[src/rtl/axi_fsm_pkg.sv]
// Shared definitions for the AXI read/write protocol FSMs: handshake state
// encoding, burst/response codes and the captured AR control payload.
package axi_fsm_pkg;

  localparam int unsigned LEN_W   = 8;
  localparam int unsigned SIZE_W  = 3;
  localparam int unsigned BURST_W = 2;
  localparam int unsigned RESP_W  = 2;

  // Handshake phase: WAIT = idle, COMMIT = valid&&ready this cycle, ASSERT = valid held.
  typedef enum logic [1:0] {
    ST_WAIT   = 2'b00,
    ST_COMMIT = 2'b01,
    ST_ASSERT = 2'b10
  } fsm_state_t;

  localparam logic [BURST_W-1:0] BURST_FIXED = 2'b00;
  localparam logic [BURST_W-1:0] BURST_INCR  = 2'b01;
  localparam logic [BURST_W-1:0] BURST_WRAP  = 2'b10;
  localparam logic [BURST_W-1:0] BURST_RSVD  = 2'b11;

  localparam logic [RESP_W-1:0] RESP_OKAY   = 2'b00;
  localparam logic [RESP_W-1:0] RESP_SLVERR = 2'b10;

  typedef struct packed {
    logic [LEN_W-1:0]   len;
    logic [SIZE_W-1:0]  size;
    logic [BURST_W-1:0] burst;
  } ar_ctl_t;

  // WRAP bursts are only defined for 2, 4, 8 or 16 beats.
  function automatic logic wrap_len_ok(input logic [LEN_W-1:0] len);
    return (len == 8'd1) || (len == 8'd3) || (len == 8'd7) || (len == 8'd15);
  endfunction

endpackage

[src/rtl/axi_read_protocol_burst_addr.sv]
// Next-beat address for FIXED/INCR/WRAP bursts plus the illegal-burst flag.
// Illegal bursts that move at all advance as INCR.
module axi_burst_addr
  import axi_fsm_pkg::*;
#(
  parameter int unsigned AW = 32
) (
  input  logic [AW-1:0]      addr,
  input  logic [LEN_W-1:0]   len,
  input  logic [SIZE_W-1:0]  size,
  input  logic [BURST_W-1:0] burst,
  output logic [AW-1:0]      next_addr,
  output logic               illegal
);

  logic [AW-1:0] incr;
  logic [AW-1:0] container;
  logic [AW-1:0] wrap_mask;
  logic [AW-1:0] incr_addr;

  always_comb begin
    incr      = AW'(1) << size;
    container = (AW'(len) + AW'(1)) << size;
    wrap_mask = container - AW'(1);
    incr_addr = addr + incr;
    illegal   = (burst == BURST_RSVD) || (size > 3'd3) ||
                ((burst == BURST_WRAP) && !wrap_len_ok(len));
    next_addr = incr_addr;
    case (burst)
      BURST_FIXED: next_addr = addr;
      BURST_WRAP: begin
        if (!illegal) next_addr = (addr & ~wrap_mask) | (incr_addr & wrap_mask);
      end
      default: next_addr = incr_addr;
    endcase
  end

endmodule

[src/rtl/axi_read_protocol.sv]
// AR/R channel protocol FSMs for one AXI4 read slave port: accepts a burst,
// walks the beat addresses for the data source and returns registered R beats.
module axi_read_protocol
  import axi_fsm_pkg::*;
#(
  parameter int unsigned AW = 32,
  parameter int unsigned DW = 64
) (
  input  logic                axi_aclk,
  input  logic                axi_areset,
  input  logic [AW-1:0]       araddr_in,
  input  logic [LEN_W-1:0]    arlen_in,
  input  logic [SIZE_W-1:0]   arsize_in,
  input  logic [BURST_W-1:0]  arburst_in,
  input  logic                arvalid_in,
  input  logic                rready_in,
  input  logic [DW-1:0]       rdata_in,
  input  logic [RESP_W-1:0]   rresp_in,
  input  logic                rvalid_in,
  output logic [AW-1:0]       axi_araddr,
  output logic [LEN_W-1:0]    axi_arlen,
  output logic [SIZE_W-1:0]   axi_arsize,
  output logic [BURST_W-1:0]  axi_arburst,
  output logic                axi_arvalid,
  output logic                axi_arready,
  output logic [DW-1:0]       axi_rdata,
  output logic [RESP_W-1:0]   axi_rresp,
  output logic                axi_rlast,
  output logic                axi_rvalid,
  output logic                axi_rready,
  output logic [AW-1:0]       rd_addr,
  output logic                r_active
);

  fsm_state_t ar_state, ar_state_nxt;
  fsm_state_t r_state, r_state_nxt;

  ar_ctl_t       ar_ctl, ar_ctl_nxt;
  logic [AW-1:0] araddr_nxt;
  logic          arvalid_nxt, arready_nxt;
  logic          ar_commit_c;

  ar_ctl_t          b_ctl, b_ctl_nxt;
  logic [LEN_W-1:0] beats_left, beats_left_nxt;
  logic [AW-1:0]    rd_addr_nxt;
  logic             r_active_nxt;
  logic [DW-1:0]    rdata_nxt;
  logic [RESP_W-1:0] rresp_nxt;
  logic             rlast_nxt, rvalid_nxt;

  logic [AW-1:0] next_addr_c;
  logic          burst_err_c;

  assign axi_arlen   = ar_ctl.len;
  assign axi_arsize  = ar_ctl.size;
  assign axi_arburst = ar_ctl.burst;

  axi_burst_addr #(.AW(AW)) u_burst_addr (
    .addr      (rd_addr),
    .len       (b_ctl.len),
    .size      (b_ctl.size),
    .burst     (b_ctl.burst),
    .next_addr (next_addr_c),
    .illegal   (burst_err_c)
  );

  // State and registered outputs
  always_ff @(posedge axi_aclk or posedge axi_areset) begin
    if (axi_areset) begin
      ar_state    <= ST_WAIT;
      r_state     <= ST_WAIT;
      axi_araddr  <= '0;
      ar_ctl      <= '0;
      axi_arvalid <= 1'b0;
      axi_arready <= 1'b0;
      b_ctl       <= '0;
      beats_left  <= '0;
      rd_addr     <= '0;
      r_active    <= 1'b0;
      axi_rdata   <= '0;
      axi_rresp   <= '0;
      axi_rlast   <= 1'b0;
      axi_rvalid  <= 1'b0;
      axi_rready  <= 1'b0;
    end else begin
      ar_state    <= ar_state_nxt;
      r_state     <= r_state_nxt;
      axi_araddr  <= araddr_nxt;
      ar_ctl      <= ar_ctl_nxt;
      axi_arvalid <= arvalid_nxt;
      axi_arready <= arready_nxt;
      b_ctl       <= b_ctl_nxt;
      beats_left  <= beats_left_nxt;
      rd_addr     <= rd_addr_nxt;
      r_active    <= r_active_nxt;
      axi_rdata   <= rdata_nxt;
      axi_rresp   <= rresp_nxt;
      axi_rlast   <= rlast_nxt;
      axi_rvalid  <= rvalid_nxt;
      axi_rready  <= rready_in;
    end
  end

  // AR next state: only one burst in flight, so a new request waits for !r_active
  always_comb begin
    ar_state_nxt = ar_state;
    case (ar_state)
      ST_WAIT:   if (arvalid_in) ar_state_nxt = r_active ? ST_ASSERT : ST_COMMIT;
      ST_ASSERT: if (!r_active) ar_state_nxt = ST_COMMIT;
      ST_COMMIT: ar_state_nxt = arvalid_in ? ST_ASSERT : ST_WAIT;
      default:   ar_state_nxt = ST_WAIT;
    endcase
  end

  // AR outputs
  always_comb begin
    araddr_nxt  = axi_araddr;
    ar_ctl_nxt  = ar_ctl;
    arvalid_nxt = axi_arvalid;
    arready_nxt = axi_arready;
    ar_commit_c = 1'b0;
    case (ar_state)
      ST_WAIT: begin
        if (arvalid_in) begin
          araddr_nxt  = araddr_in;
          ar_ctl_nxt  = '{len: arlen_in, size: arsize_in, burst: arburst_in};
          arvalid_nxt = 1'b1;
          arready_nxt = !r_active;
        end
      end
      ST_ASSERT: begin
        if (!r_active) arready_nxt = 1'b1;
      end
      ST_COMMIT: begin
        ar_commit_c = 1'b1;
        arready_nxt = 1'b0;
        if (arvalid_in) begin
          araddr_nxt  = araddr_in;
          ar_ctl_nxt  = '{len: arlen_in, size: arsize_in, burst: arburst_in};
          arvalid_nxt = 1'b1;
        end else begin
          arvalid_nxt = 1'b0;
        end
      end
      default: ;
    endcase
  end

  // R next state: r_state==COMMIT exactly when axi_rvalid && axi_rready
  always_comb begin
    r_state_nxt = r_state;
    case (r_state)
      ST_WAIT: begin
        if (r_active && rvalid_in) r_state_nxt = rready_in ? ST_COMMIT : ST_ASSERT;
      end
      ST_ASSERT: begin
        if (rready_in) r_state_nxt = ST_COMMIT;
      end
      ST_COMMIT: begin
        if (axi_rlast || !rvalid_in) r_state_nxt = ST_WAIT;
        else                         r_state_nxt = rready_in ? ST_COMMIT : ST_ASSERT;
      end
      default: r_state_nxt = ST_WAIT;
    endcase
  end

  // R outputs and burst bookkeeping
  always_comb begin
    b_ctl_nxt      = b_ctl;
    beats_left_nxt = beats_left;
    rd_addr_nxt    = rd_addr;
    r_active_nxt   = r_active;
    rdata_nxt      = axi_rdata;
    rresp_nxt      = axi_rresp;
    rlast_nxt      = axi_rlast;
    rvalid_nxt     = axi_rvalid;
    if (ar_commit_c) begin
      rd_addr_nxt    = axi_araddr;
      beats_left_nxt = ar_ctl.len;
      b_ctl_nxt      = ar_ctl;
      r_active_nxt   = 1'b1;
    end
    case (r_state)
      ST_WAIT: begin
        if (r_active && rvalid_in) begin
          rdata_nxt  = rdata_in;
          rresp_nxt  = burst_err_c ? RESP_SLVERR : rresp_in;
          rlast_nxt  = (beats_left == 8'd0);
          rvalid_nxt = 1'b1;
        end
      end
      ST_COMMIT: begin
        beats_left_nxt = beats_left - 8'd1;
        rd_addr_nxt    = next_addr_c;
        if (axi_rlast) begin
          r_active_nxt = 1'b0;
          rvalid_nxt   = 1'b0;
        end else if (rvalid_in) begin
          // beats_left is being decremented this cycle, so the new beat is last at 1
          rdata_nxt  = rdata_in;
          rresp_nxt  = burst_err_c ? RESP_SLVERR : rresp_in;
          rlast_nxt  = (beats_left == 8'd1);
          rvalid_nxt = 1'b1;
        end else begin
          rvalid_nxt = 1'b0;
        end
      end
      default: ;
    endcase
  end

endmodule
[config.mk]
export PLATFORM = sky130hd
export DESIGN_NAME = axi_read_protocol
export DESIGN_NICKNAME = d
export VERILOG_FILES = /design/src/rtl/axi_fsm_pkg.sv /design/src/rtl/axi_read_protocol_burst_addr.sv /design/src/rtl/axi_read_protocol.sv
export SDC_FILE = /design/constraint.sdc
export NUM_CORES = 1
export LEC_CHECK = 0
export ABC_AREA = 1
export BUFFER_PORTS_ARGS = -buffer_cell sky130_fd_sc_hd__clkbuf_2
export CAP_MARGIN = 20
export CORE_ASPECT_RATIO = 0.8
export CORE_MARGIN = 4
export CORE_UTILIZATION = 53
export CTS_CLUSTER_SIZE = 25
export DETAILED_ROUTE_END_ITERATION = 10
export PLACE_DENSITY = 0.9
export SLEW_MARGIN = 5
export SYNTH_ARGS = -nofsm -noshare
export SYNTH_HDL_FRONTEND = slang
export SYNTH_SLANG_ARGS = --single-unit
[constraint.sdc]
create_clock -name axi_aclk -period 6.8 [get_ports axi_aclk]
set_input_delay 1.02 -clock axi_aclk [delete_from_list [all_inputs] [get_ports axi_aclk]]
set_output_delay 1.02 -clock axi_aclk [all_outputs]
set_load 0.005 [all_outputs]
==> flow_metrics.env <==
export IMPL_crit_path_start="b_ctl[3]"
export IMPL_drt_iter0_markers=716
export IMPL_fin_crit_sh=0.498
export IMPL_synth_edf_count=0
export IMPL_synthFlopType="dfrtp_1"
export IMPL_drc=0
export IMPL_layout_min_cycle_time_ns=3.39
export IMPL_pin_count=265
export IMPL_grt_usage=0.279
export IMPL_dr_pass1_iters=8
export IMPL_post_cts_setup_buffers=0
export IMPL_timing_fmax_mhz=295
export IMPL_synthCells=1256
export IMPL_peakVddDrop_v=0.000280
export IMPL_final_common_cell="nand2_1"
export IMPL_mostFrequentLayoutCells="nand2_1, clkbuf_2, dfrtp_1, inv_1, nor2_1"
export IMPL_setup_viol=0
export IMPL_clock_root_buffer="clkbuf_16"
export IMPL_final_layout_size_suffix_gt1_frac=0.231
export IMPL_num_rows=42
export IMPL_synth_top_cell_by_area="dfrtp_1"
export IMPL_final_area_mm2=0.0114
export IMPL_p_total_mw=5.84
export IMPL_worst_ep_required_time_ns=7.17
export IMPL_reg2reg_depth=19
export IMPL_grt_pass1_wl_mm=44.2
export IMPL_cts_resized=0
export IMPL_dp_hpwl_mm=20.2
export IMPL_viasPerCell=5.41
export IMPL_clkTransAtPathRegs_ns=0.08
export IMPL_syn_area_mm2=0.00924
export IMPL_critical_path_class="register to register"
export IMPL_synth_avg_cell_area_um2=7.35
export IMPL_cts_tree="built"
export IMPL_layout_nets=1640
export IMPL_start_kind="register"
export IMPL_slew_headroom=0.447
export IMPL_cts_hold_buf=0
export IMPL_wl_per_cell_um=15.9
export IMPL_tightest_slew_ns=0.829
export IMPL_dp_worst_setup_slack_ns=3.52
export IMPL_yosys_warnings=0
export IMPL_crit_arrival_ns=3.76
export IMPL_p_leak_nw=6.24
export IMPL_vias=9404
export IMPL_place_gp_congestion=0.965
export IMPL_rsz0062_at_grt="false"
export IMPL_postPlaceCellArea_mm2=0.0107
export IMPL_power_density_mw_per_mm2=514
export IMPL_setup_tns_ns=0
export IMPL_path_buf_inv=4
export IMPL_dieWidth_um=156
export IMPL_slowest_stage="dfrtp_1"
export IMPL_layout_setup_ws_ns=3.41
export IMPL_crit_family="simple AND/OR/NAND/NOR gates"
export IMPL_rrSetupSlack_ns=3.41
export IMPL_path_cells="inv_2, nand2_2, nor2_1, ha_1, inv_1, fa_1, inv_1, nand2_1, nand2_1, a21oi_1, o21ai_1, nand2_1, nor2_2, nand3_1, inv_1, o21ai_0, a21oi_1, nand2_1, a21oi_2"
export IMPL_synth_area_leaders="dfrtp_1, nand2_1, o21ai_0"
export IMPL_htreeDepth=4
export IMPL_coreArea_mm2=0.0168
export IMPL_drv_cap=0
export IMPL_cts_sinks=174
export IMPL_hold_viol_final=0
export IMPL_clockBufferDepth=2
export IMPL_grt_pass1_vias=9078
export IMPL_cts_inserted_buffers=17
export IMPL_nFillCells=1421
export IMPL_die_area_mm2=0.0196
export IMPL_clk_latency_ns=0.44
export IMPL_die_h_um=126
export IMPL_ant_nets=0
export IMPL_yosysTopAreaCellShare=0.471
export IMPL_initial_core_util=0.549
export IMPL_finalWirelength_mm=27.6
export IMPL_cp_max_fo=15
export IMPL_antenna_found_initial=1
export IMPL_portBuffers=264
export IMPL_grt_overflow_total=0
export IMPL_grt_start_max_net_pins=95
export IMPL_crit_path_end_kind="register"
export IMPL_synth_seq_cells=174
export IMPL_hold_path_class="register to register"
export IMPL_path_depth=19
export IMPL_finalMaxSlewViolations=0
export IMPL_syn_to_final_growth_pct=22.9
export IMPL_syn_num_nets=1392
export IMPL_yosysSeqAreaShare=0.471
export IMPL_async_reset_ff_frac=1.00
export IMPL_r2r_start="b_ctl[3]"
export IMPL_slowest_delay_ns=0.55
export IMPL_finalClockSkew_ns=0.0183
export IMPL_path_common_cell="nand2_1"
export IMPL_ys_types=46
export IMPL_status="finished, final reports clean"
## tightest hold or removal path: stages, from the launching register on
cell,delay (ns)
dfrtp_1,0.35
nand2_1,0.06
nand2_1,0.05
## cell usage after synthesis (2+ instances only)
library cell / n
buf_1: 5
nor2_2: 5
inv_2: 6
nor3_1: 13
nand4_1: 12
a21boi_0: 3
o22ai_1: 2
o21ai_1: 6
ha_1: 19
nand3_2: 6
xor2_1: 4
o221ai_1: 2
dfrtp_1: 174
a31oi_1: 4
o211ai_1: 10
nand2_2: 9
a21oi_2: 8
clkinv_1: 2
o21ai_0: 79
a21oi_1: 37
a21o_1: 2
nor2_1: 91
buf_6: 3
buf_2: 3
clkbuf_1: 33
o21a_1: 7
nand3b_1: 2
nand2_1: 522
a22oi_1: 3
inv_1: 101
or2_2: 2
o21bai_2: 2
nand3_1: 66
## per-layer routing
layer | routed length [um] | vias up | track usage
li1 | - | 4479 | -
met1 | 11000 | 4442 | 0.349
met2 | 12900 | 421 | 0.452
met3 | 2720 | 62 | 0.0885
met4 | 936 | 0 | 0.112
met5 | 0 | - | 0
## logic make-up after synthesis
logic type	synth area share
xor gates and xnor gates	0.00474
adders and majority gates	0.0279
AOI/OAI and AO/OA	0.106
and+or+nand+nor	0.322
muxes	0.00122
buffers and inverters	0.0662
DFF	0.471
## cell type report
type | count | area [um^2] | area share
multi-input combinational | 927 | 4280 | 0.377
clock inverter | 13 | 136 | 0.0120
clock buffer | 19 | 453 | 0.0399
inverter | 111 | 425 | 0.0375
sequential | 174 | 4350 | 0.383
tap | 220 | 275 | 0.0242
timing repair buffer | 273 | 1430 | 0.126
antenna | 1 | 2.50 | 0.000220
## through the flow
stage	instances	hold slack (ns)	util
4_1_cts	1735	0.481	0.672
2_1_floorplan	1256	0.465	-
3_3_place_gp	1703	0.455	0.637
3_5_place_dp	1703	0.462	0.637
6_report	1738	0.479	0.675
5_1_grt	1738	0.493	0.675
## where the power goes
group / total [mW] / internal [mW] / switching (mW) / leakage (nW)
logic: 2.87 / 1.03 / 1.83 / 3.82
registers: 2.00 / 1.55 / 0.457 / 2.13
clock network: 0.971 / 0.508 / 0.463 / 0.290
total: 5.84 / 3.09 / 2.75 / 6.24
## how the worst min path moves through the flow
stage | startpoint | end | slack (ns) | depth (start not counted)
final | axi_rdata[47] | axi_rdata[47] | 0.48 | 2
after global routing | axi_rdata[55] | axi_rdata[55] | 0.49 | 2
after CTS | axi_rdata[23] | axi_rdata[23] | 0.48 | 2
after detailed placement | axi_rdata[40] | axi_rdata[40] | 0.46 | 2
after global placement | axi_rdata[46] | axi_rdata[46] | 0.46 | 2
after floorplan | axi_rdata[0] | axi_rdata[0] | 0.47 | 2
No activity file was read; power rests on OpenSTA's default activity.
